`src/rtl/isp_pkg.sv`:
```
// Shared definitions for the ISP colour-serial stream: component tags,
// packer FSM states and the default component width.
package isp_pkg;

   localparam int unsigned DEFAULT_COLOR_DEPTH = 8;

   localparam logic [2:0] RED   = 3'd0;
   localparam logic [2:0] GREEN = 3'd1;
   localparam logic [2:0] BLUE  = 3'd2;
   localparam logic [2:0] VOID  = 3'd3;

   typedef enum logic [1:0] {
      EXP_R,
      EXP_G,
      EXP_B
   } pack_state_t;

endpackage

```
`src/rtl/pixel_fifo.sv`:
```
// Synchronous first-word-fall-through FIFO for packed pixels. dout reads
// as zero while empty; a push into a full FIFO succeeds only alongside a pop.
module pixel_fifo #(
   parameter int unsigned WIDTH = 25,
   parameter int unsigned DEPTH = 4
) (
   input  logic                     clk,
   input  logic                     rst,
   input  logic                     push,
   input  logic [WIDTH-1:0]         din,
   output logic                     full,
   input  logic                     pop,
   output logic [WIDTH-1:0]         dout,
   output logic                     empty,
   output logic [$clog2(DEPTH):0]   count
);

   localparam int unsigned AW = $clog2(DEPTH);
   localparam logic [AW:0] FULL_CNT = (AW+1)'(DEPTH);

   logic [WIDTH-1:0] mem [DEPTH];
   logic [AW-1:0]    wr_ptr;
   logic [AW-1:0]    rd_ptr;
   logic             wr_en;
   logic             rd_en;

   assign empty = (count == '0);
   assign full  = (count == FULL_CNT);
   assign rd_en = pop && !empty;
   assign wr_en = push && (!full || rd_en);
   assign dout  = empty ? '0 : mem[rd_ptr];

   always_ff @(posedge clk) begin
      if (wr_en) begin
         mem[wr_ptr] <= din;
      end
   end

   always_ff @(posedge clk) begin
      if (rst) begin
         wr_ptr <= '0;
         rd_ptr <= '0;
         count  <= '0;
      end else begin
         if (wr_en) begin
            wr_ptr <= wr_ptr + AW'(1);
         end
         if (rd_en) begin
            rd_ptr <= rd_ptr + AW'(1);
         end
         case ({wr_en, rd_en})
            2'b10:   count <= count + (AW+1)'(1);
            2'b01:   count <= count - (AW+1)'(1);
            default: count <= count;
         endcase
      end
   end

endmodule

```
`src/rtl/rgb_stream_packer.sv`:
```
// Packs a colour-serial R/G/B component stream into {R,G,B} words buffered
// in a FWFT FIFO, flagging sequence violations and overflow drops.
module rgb_stream_packer
   import isp_pkg::*;
#(
   parameter int unsigned COLOR_DEPTH = DEFAULT_COLOR_DEPTH,
   parameter int unsigned FIFO_DEPTH  = 4
) (
   input  logic                          clk,
   input  logic                          rst,
   input  logic [COLOR_DEPTH-1:0]        pixel_in,
   input  logic                          valid_in,
   input  logic [2:0]                    color_in,
   input  logic                          last_col_in,
   input  logic                          ready_in,
   output logic [3*COLOR_DEPTH-1:0]      rgb_out,
   output logic                          valid_out,
   output logic                          last_out,
   output logic [$clog2(FIFO_DEPTH):0]   fifo_count,
   output logic                          proto_err,
   output logic                          overflow,
   input  logic                          clear_err
);

   localparam int unsigned WORD_W = 3*COLOR_DEPTH + 1;

   pack_state_t              state;
   pack_state_t              next_state;
   logic [COLOR_DEPTH-1:0]   r_hold;
   logic [COLOR_DEPTH-1:0]   g_hold;
   logic                     cap_r;
   logic                     cap_g;
   logic                     push_pix;
   logic                     seq_err;

   logic                     stage_vld;
   logic [WORD_W-1:0]        stage_word;
   logic [WORD_W-1:0]        head_word;
   logic                     fifo_full;
   logic                     fifo_empty;
   logic                     pop;
   logic                     drop;

   always_comb begin
      next_state = state;
      cap_r      = 1'b0;
      cap_g      = 1'b0;
      push_pix   = 1'b0;
      seq_err    = 1'b0;
      if (valid_in) begin
         case (state)
            EXP_R: begin
               if (color_in == RED) begin
                  cap_r      = 1'b1;
                  next_state = EXP_G;
               end else begin
                  seq_err    = 1'b1;
                  next_state = EXP_R;
               end
            end
            EXP_G: begin
               if (color_in == GREEN) begin
                  cap_g      = 1'b1;
                  next_state = EXP_B;
               end else if (color_in == RED) begin
                  seq_err    = 1'b1;
                  cap_r      = 1'b1;
                  next_state = EXP_G;
               end else begin
                  seq_err    = 1'b1;
                  next_state = EXP_R;
               end
            end
            EXP_B: begin
               if (color_in == BLUE) begin
                  push_pix   = 1'b1;
                  next_state = EXP_R;
               end else if (color_in == RED) begin
                  seq_err    = 1'b1;
                  cap_r      = 1'b1;
                  next_state = EXP_G;
               end else begin
                  seq_err    = 1'b1;
                  next_state = EXP_R;
               end
            end
            default: next_state = EXP_R;
         endcase
      end
   end

   // Completed pixels pass through one staging register before the FIFO,
   // giving a fixed one-cycle latency from the BLUE beat to the FIFO write.
   assign pop  = valid_out && ready_in;
   assign drop = stage_vld && fifo_full && !pop;

   always_ff @(posedge clk) begin
      if (rst) begin
         state      <= EXP_R;
         r_hold     <= '0;
         g_hold     <= '0;
         stage_vld  <= 1'b0;
         stage_word <= '0;
         proto_err  <= 1'b0;
         overflow   <= 1'b0;
      end else begin
         state     <= next_state;
         stage_vld <= push_pix;
         if (cap_r) begin
            r_hold <= pixel_in;
         end
         if (cap_g) begin
            g_hold <= pixel_in;
         end
         if (push_pix) begin
            stage_word <= {r_hold, g_hold, pixel_in, last_col_in};
         end
         if (seq_err) begin
            proto_err <= 1'b1;
         end else if (clear_err) begin
            proto_err <= 1'b0;
         end
         if (drop) begin
            overflow <= 1'b1;
         end else if (clear_err) begin
            overflow <= 1'b0;
         end
      end
   end

   pixel_fifo #(
      .WIDTH (WORD_W),
      .DEPTH (FIFO_DEPTH)
   ) u_fifo (
      .clk   (clk),
      .rst   (rst),
      .push  (stage_vld),
      .din   (stage_word),
      .full  (fifo_full),
      .pop   (pop),
      .dout  (head_word),
      .empty (fifo_empty),
      .count (fifo_count)
   );

   assign valid_out = !fifo_empty;
   assign rgb_out   = head_word[WORD_W-1:1];
   assign last_out  = head_word[0];

endmodule
```
`config.mk`:
```
export PLATFORM = sky130hd
export DESIGN_NAME = rgb_stream_packer
export DESIGN_NICKNAME = d
export VERILOG_FILES = /design/src/rtl/isp_pkg.sv /design/src/rtl/pixel_fifo.sv /design/src/rtl/rgb_stream_packer.sv
export SDC_FILE = /design/constraint.sdc
export NUM_CORES = 1
export LEC_CHECK = 0
export ABC_AREA = 1
export BUFFER_PORTS_ARGS = -buffer_cell sky130_fd_sc_hd__buf_4
export CAP_MARGIN = 20
export CORE_MARGIN = 2
export CORE_UTILIZATION = 53
export DETAILED_ROUTE_END_ITERATION = 10
export PLACE_DENSITY = 0.77
export SLEW_MARGIN = 20
export SYNTH_ARGS = -nofsm -noshare
export SYNTH_HDL_FRONTEND = slang
export SYNTH_SLANG_ARGS = --single-unit
```
`constraint.sdc`:
```
create_clock -name clk -period 1.9 [get_ports clk]
set_input_delay 0.19 -clock clk [delete_from_list [all_inputs] [get_ports clk]]
set_output_delay 0.19 -clock clk [all_outputs]
set_load 0.01 [all_outputs]
```
==> results by group, run 1 <==
Clock network
  – Worst-path clk slew: around 60 ps
  – Clk sink count: about 160
  – Num CTS Buffers: 17
  – H-tree levels: 4
  – Worst skew pair latency: about 420 ps
  – CTS tree: yes
  – CTS Root Cell: clkbuf_16
  – Clock buffer depth: 2

Setup path
  – Worst path most repeated cell: nor2_1
  – Worst-path maximum fanout: 14
  – Slowest CP cell: dfxtp_4
  – Setup crit end kind: primary output
  – Critical path arrival: 1740 ps
  – CP Cell Sequence: buf_12, clkbuf_16, nor2_1, nor2_1, o21ai_0, a21oi_1, buf_4
  – Worst Setup Start Kind: flip-flop
  – Worst path max stage delay: 440 ps
  – Crit path required time: roughly 1700 ps
  – Critical path class: reg2out

Synth
  – Seq cells post-synth: around 160
  – Netlist cell types: 25
  – Largest cells by area after synthesis: edfxtp_1 (50%), dfxtp_1 (18%), nor2_1 (12%), o21ai_0 (7.3%), a21oi_1 (3.0%)
  – Synth Area in Adders: roughly 1.4%
  – Post-synth EDFFs: 100
  – Top-count cell post-synth: nor2_1
  – Synth async-reset ratio: 0%
  – Leading area contributor after synthesis: edfxtp_1
  – Post-synthesis cell count: 571
  – Largest family of logic cells by synthesized area: simple AND/OR/NAND/NOR gates
  – Top post-synthesis cells by count: nor2_1 (196), edfxtp_1 (100), o21ai_0 (87), dfxtp_1 (55), a21oi_1 (36)
  – Avg Synthesized Cell Area: about 10 µm²
  – Synth Flop Type: edfxtp_1
  – Synth Area in Compound Gates: between 10% and 20%
  – Register area share after synthesis: between 60% and 70%
  – Syn_nets: about 590
  – Area fraction in and, or, nand and nor cells after synthesis: between 10% and 20%
  – XOR/XNOR share of the synthesized area: 0%
  – Multiplexer share of the synthesized area: 0%
  – YS warnings: 0
  – Post-synth top area share: about half
  – Mapped cell area: 0.00599 mm²

Detailed routing
  – WL final: approximately 14000 µm
  – Drc violations: 0
  – Routed vias: about 4300
  – 1st-pass router iterations: 5
  – WL/cell: around 17 µm
  – DR iter-0 viols: approximately 350
  – DRT antenna net count: 0
  – Vias per std cell: about 5.5

Finish
  – Design Area, Final: about 0.0075 mm²
  – Final design utilization: 68.3%
  – Non-Filler Instances: between 700 and 800
  – Area Overhead vs Synth: 24.7%
  – Nets: 661
  – Diodes inserted: 0
  – Fraction of layout cells with a size suffix above 1: approximately a fifth

Timing
  – Period minus WS final: 1930 ps
  – Skew final: just under 9 ps
  – WHS: roughly 21 ps
  – Rel. slew slack: between 50% and 60%
  – Fin crit share: 101%
  – Final Slew Violations: 0
  – Slew @ Worst Pin: ~640 ps
  – RSZ-0062 raised after global routing: true
  – Finish-stage setup viols: 1
  – Final hold vios: 0
  – Slack of the critical path: -26.3 ps
  – Fmax achieved: between 500 and 600 MHz

GRT
  – Vias in the first global route: 4038
  – Grt ovf: 0
  – Initial antenna violation count: 0
  – Tot GR Track Use: about 23%
  – First-pass GRT wire length: approximately 20000 µm
  – Largest net degree at the start of global routing: roughly 50

Status
  – Violated checks: negative setup slack
  – Outcome: finished with violations

Place
  – Cells after DPL: 746
  – Port buffer count: between 40 and 50
  – DP Area: ~0.0066 mm²
  – DP HPWL: roughly 7400 µm
  – DP Worst Slack: 36.2 ps
  – RePlAce Congestion: between 0.7 and 0.8

Die
  – Die extent in y: about 110 µm
  – Chip Width: about 110 µm
  – Starting Density: a little over half
  – Full die area: about 0.012 mm²
  – Top Ports: 48
  – Num rows: 38
  – Core box area: roughly 0.011 mm²

Power and ir drop
  – Static leakage: 3.06 nW
  – Maximum vdd drop: 693 µV
  – Cell area power density: 1060 mW/mm²

Hold path
  – Hold crit path type: in2reg

Job
  – Max Cap Viol: 0
## critical path: cells and delay by family (launching register included)
kind	cells	cell delay (ps)
simple gates	2	140
compound gates	2	300
buf+inv	3	430
flops	1	440
## kinds of logic after synthesis
| kind of cell | count (synthesis) |
|---|---|
| and+or+nand+nor | 222 |
| buffers and inverters | 55 |
| AOI/OAI and AO/OA | 133 |
| DFF | 155 |
| adders and majority gates | 6 |
## state kept, by name, indices dropped and copies added (netlist names), named ones only
name           cells
stage_vld          1
stage_word        25
u_fifo.count       3
r_hold             8
u_fifo.wr_ptr      2
g_hold             8
u_fifo.mem       100
u_fifo.rd_ptr      2
overflow           1
state              2
proto_err          1
## layer usage
| layer | global-route usage (%) | part of all wire, % |
|---|---|---|
| met3 | 5.88 | 6.3 |
| met1 | 28.2 | 41 |
| met2 | 37.6 | 51 |
| met4 | 10.2 | 1.7 |
| met5 | 0 | 0 |
## final timing paths
| check | slack, ps | startpoint | cells past startpoint | endpoint |
|---|---|---|---|---|
| worst max-delay path | -30 | flip-flop | 7 | rgb_out[9] |
| worst min-delay path | 20 | pixel_in[5] | 3 | stage_word[6] |
| worst max register to register | 140 | u_fifo.count[0] | 11 | u_fifo.count[2] |
| worst min register to register | 470 | proto_err | 2 | proto_err |
## area by class of cell
cell class                      count  area [µm²]
Sequential cell                   155        4110
Fill cell                         765        3470
Multi-Input combinational cell    361        1690
Timing Repair Buffer               75         752
Clock buffer                       27         547
Tap cell                          140         175
Inverter                           28         115
Clock inverter                      5        77.6
## cells in the final DEF, fill, tap and decap left out, types with 7 or more instances in the layout
| master | netlist | final |
|---|---|---|
| buf_12 | 0 | 9 |
| nor2_2 | 1 | 12 |
| buf_4 | 1 | 57 |
| a21oi_1 | 36 | 33 |
| o21ai_0 | 87 | 71 |
| clkbuf_16 | 0 | 23 |
| o21ai_1 | 10 | 26 |
| inv_2 | 8 | 7 |
| edfxtp_1 | 100 | 100 |
| dfxtp_1 | 55 | 51 |
| inv_1 | 18 | 18 |
| nand2_1 | 17 | 17 |
| nor2_1 | 196 | 183 |
## per-stage QoR
stage,TNS (ps),power (W)
after floorplan,-31330,0.00404
after global placement,0,0.00427
after detailed placement,0,0.00429
after CTS,0,0.00775
after global routing,-327,0.00815
final,-26.3,0.00792
## report_power, final
part,switching (W),internal (W),total [W]
registers,0.0000283,0.00357,0.00360
logic,0.000462,0.000356,0.000818
clock network,0.00126,0.00224,0.00350
total,0.00175,0.00617,0.00792
## timing repair
| action | CTS | global route |
|---|---|---|
| cloned | 0 | 4 |
| endpoints found under the setup margin | 20 | 25 |
| hold endpoints to repair | 5 | 1 |
| buffers inserted | 2 | 5 |
| pin swaps | 1 | 16 |
| resized for setup | 8 | 43 |
| hold buffers | 1 | 1 |
(Power assumes the default switching activity.)
==> run 2: changes to the inputs <==
ABC_AREA = default   (was 1)
CORE_ASPECT_RATIO = 0.7   (was default)
==> results by group, run 2 <==
Timing
  – WHS: 46.2 ps
  – Finish-stage setup viols: 27
  – Slew @ Worst Pin: 525 ps
  – RSZ-0062 raised after global routing: true
  – Final hold vios: 0
  – Period minus WS final: ~2100 ps
  – Rel. slew slack: 65.0%
  – Skew final: around 11 ps
  – Slack of the critical path: -185 ps
  – Final Slew Violations: 0
  – Fin crit share: 110%
  – Setup TNS: -2690 ps
  – Fmax achieved: 480 MHz

GRT
  – Grt ovf: 0
  – Global routing usage on met2: between 30% and 40%
  – GR Util met1: approximately 27%
  – Largest net degree at the start of global routing: 68
  – Met3 usage: 5.99%
  – Vias in the first global route: about 3400
  – Initial antenna violation count: 0
  – Tot GR Track Use: 20.4%
  – GRT busiest layer: met2
  – First-pass GRT wire length: 18500 µm

Synth
  – Top-count cell post-synth: edfxtp_1
  – Mapped cell area: around 0.0062 mm²
  – YS warnings: 0
  – Netlist cell types: 37
  – Largest cells by area after synthesis: edfxtp_1 (49%), dfxtp_1 (18%), mux4_2 (9.1%), mux2i_1 (6.8%), nand2b_1 (5.5%)
  – Post-synth EDFFs: 100
  – Syn_nets: 410
  – Synth async-reset ratio: 0%
  – Post-synthesis cell count: ~390
  – Avg Synthesized Cell Area: roughly 16 µm²
  – Seq cells post-synth: ~160
  – Leading area contributor after synthesis: edfxtp_1
  – Top post-synthesis cells by count: edfxtp_1 (100), dfxtp_1 (55), nand2b_1 (54), mux2i_1 (42), nor2b_1 (27)
  – Synth Flop Type: edfxtp_1
  – Post-synth top area share: 48.7%
  – Register area share after synthesis: between 60% and 70%

Place
  – RePlAce Congestion: roughly 0.79
  – Cells after DPL: about 590
  – DP Worst Slack: -201 ps
  – Port buffer count: 47
  – DP HPWL: between 6000 and 7000 µm

Detailed routing
  – DR iter-0 viols: 230
  – WL final: ~12000 µm
  – 1st-pass router iterations: 4
  – Drc violations: 0
  – Vias per std cell: 5.34
  – WL/cell: ~19 µm
  – DRT antenna net count: 0
  – Routed vias: roughly 3300

Power and ir drop
  – Cell area power density: around 900 mW/mm²
  – Static leakage: between 2 and 3 nW
  – Maximum vdd drop: slightly below 800 µV

Job
  – Max Cap Viol: 0

Setup path
  – Critical path class: reg2reg
  – Worst-path maximum fanout: 2
  – Crit path required time: ~2200 ps
  – Worst Setup Start Kind: flip-flop
  – Critical path arrival: ~2400 ps
  – Setup crit end kind: flip-flop

Clock network
  – Hold_buf cts: 0
  – CTS Root Cell: clkbuf_16
  – Clk sink count: 155
  – Worst-path clk slew: roughly 60 ps
  – H-tree levels: 4
  – Num CTS Buffers: 17
  – Worst skew pair latency: 420 ps
  – CTS tree: yes
  – Clock buffer depth: 2

Die
  – Chip Width: 133 µm
  – Full die area: roughly 0.013 mm²
  – Top Ports: 48
  – Num rows: 32
  – Starting Density: between 50% and 60%
  – Core box area: 0.0112 mm²
  – Die extent in y: 94.3 µm

Finish
  – Area Overhead vs Synth: 25.2%
  – Diodes inserted: 0
  – Nets: approximately 480
  – Largest regs: u_fifo.mem: 100 flops, stage_word: 25 flops
  – Max reg flops: 100
  – Fraction of layout cells with a size suffix above 1: between 30% and 40%
  – Non-Filler Instances: approximately 630
  – Commonest non-fill, non-tap cell in the layout: edfxtp_1
  – Commonest non-fill, non-tap cells in the layout: edfxtp_1 (100), nand2b_1 (54), dfxtp_1 (51)
  – Largest Register: u_fifo.mem
  – Fillers: 699

Status
  – Violated checks: negative setup slack
  – Outcome: finished with violations

Hold path
  – Hold crit path type: in2reg
## run 2: changes by cell type after synthesis, sizes merged, moves of 5 or more
| cell | change |
|---|---|
| o21ai | -94 |
| nand2b | +54 |
| nor2b | +27 |
| nor2 | -189 |
| mux2i | +42 |
| nand2 | -14 |
| inv | -17 |
| and2 | +5 |
| mux4 | +25 |
| a21oi | -30 |
## run 2: logic make-up (layout without fill, tap and decap cells)
group	after synthesis	count (layout)	share of synthesized area, %
AOI/OAI and AO/OA	14	14	1.42
xor gates and xnor gates	3	3	0.426
adders and majority gates	6	6	1.34
buffers and inverters	31	116	2.80
DFF	155	155	66.5
muxes	68	68	16.1
and+or+nand+nor	110	110	11.4
## run 2: final cells by class
class	instances	area (µm²)	area share [%]
well taps	153	191	2.48
clock inverters	10	76.3	0.988
multi-input cells	201	2060	26.7
repair buffers	74	723	9.37
inverters	10	37.5	0.486
flip-flops and latches	155	4110	53.3
clock buffers	22	518	6.71
## run 2: path summary, 6_finish.rpt
kind         depth (start not counted)         endpoint             from  slack (ps)
min                                  3    stage_word[0]      last_col_in          50
max                                  9  u_fifo.count[2]  u_fifo.count[1]        -190
min reg2reg                          2   stage_word[22]        r_hold[5]         490
max reg2reg                          9  u_fifo.count[2]  u_fifo.count[1]        -190
## run 2: per-layer routing
layer / wire length, µm / vias to the layer above
met5: 0 / -
met4: 127 / 0
met3: 509 / 12
met2: 5620 / 78
met1: 5440 / 1687
li1: - / 1560
## run 2: report_power, final
group / switching [W] / internal, W
clock: 0.00133 / 0.00195
sequential: 0.00000365 / 0.00355
combinational: 0.0000543 / 0.0000569
## run 2: metrics by stage
stage                     instance area (µm²)  power [W]  util (%)
final                                    7720    0.00695      69.1
after global routing                     7720    0.00716      69.1
after CTS                                7540    0.00699      67.5
after detailed placement                 6830    0.00374      61.1
after global placement                   6830    0.00373      61.1
after floorplan                          6190    0.00368         -
## run 2: timing repair
action,4_1_cts,5_1_grt
cloned,2,1
pin swaps,0,0
setup endpoints to repair,27,27
setup buffers,3,2
gates resized for setup,11,51
## run 2: worst max-delay path: stages (launching register included)
cell and delay (ps):
dfxtp_4 350, nor4b_4 270, and2b_4 230, inv_2 60, ha_4 120, inv_2 40
fa_2 350, xor2_1 160, or3_1 310, a21oi_1 130
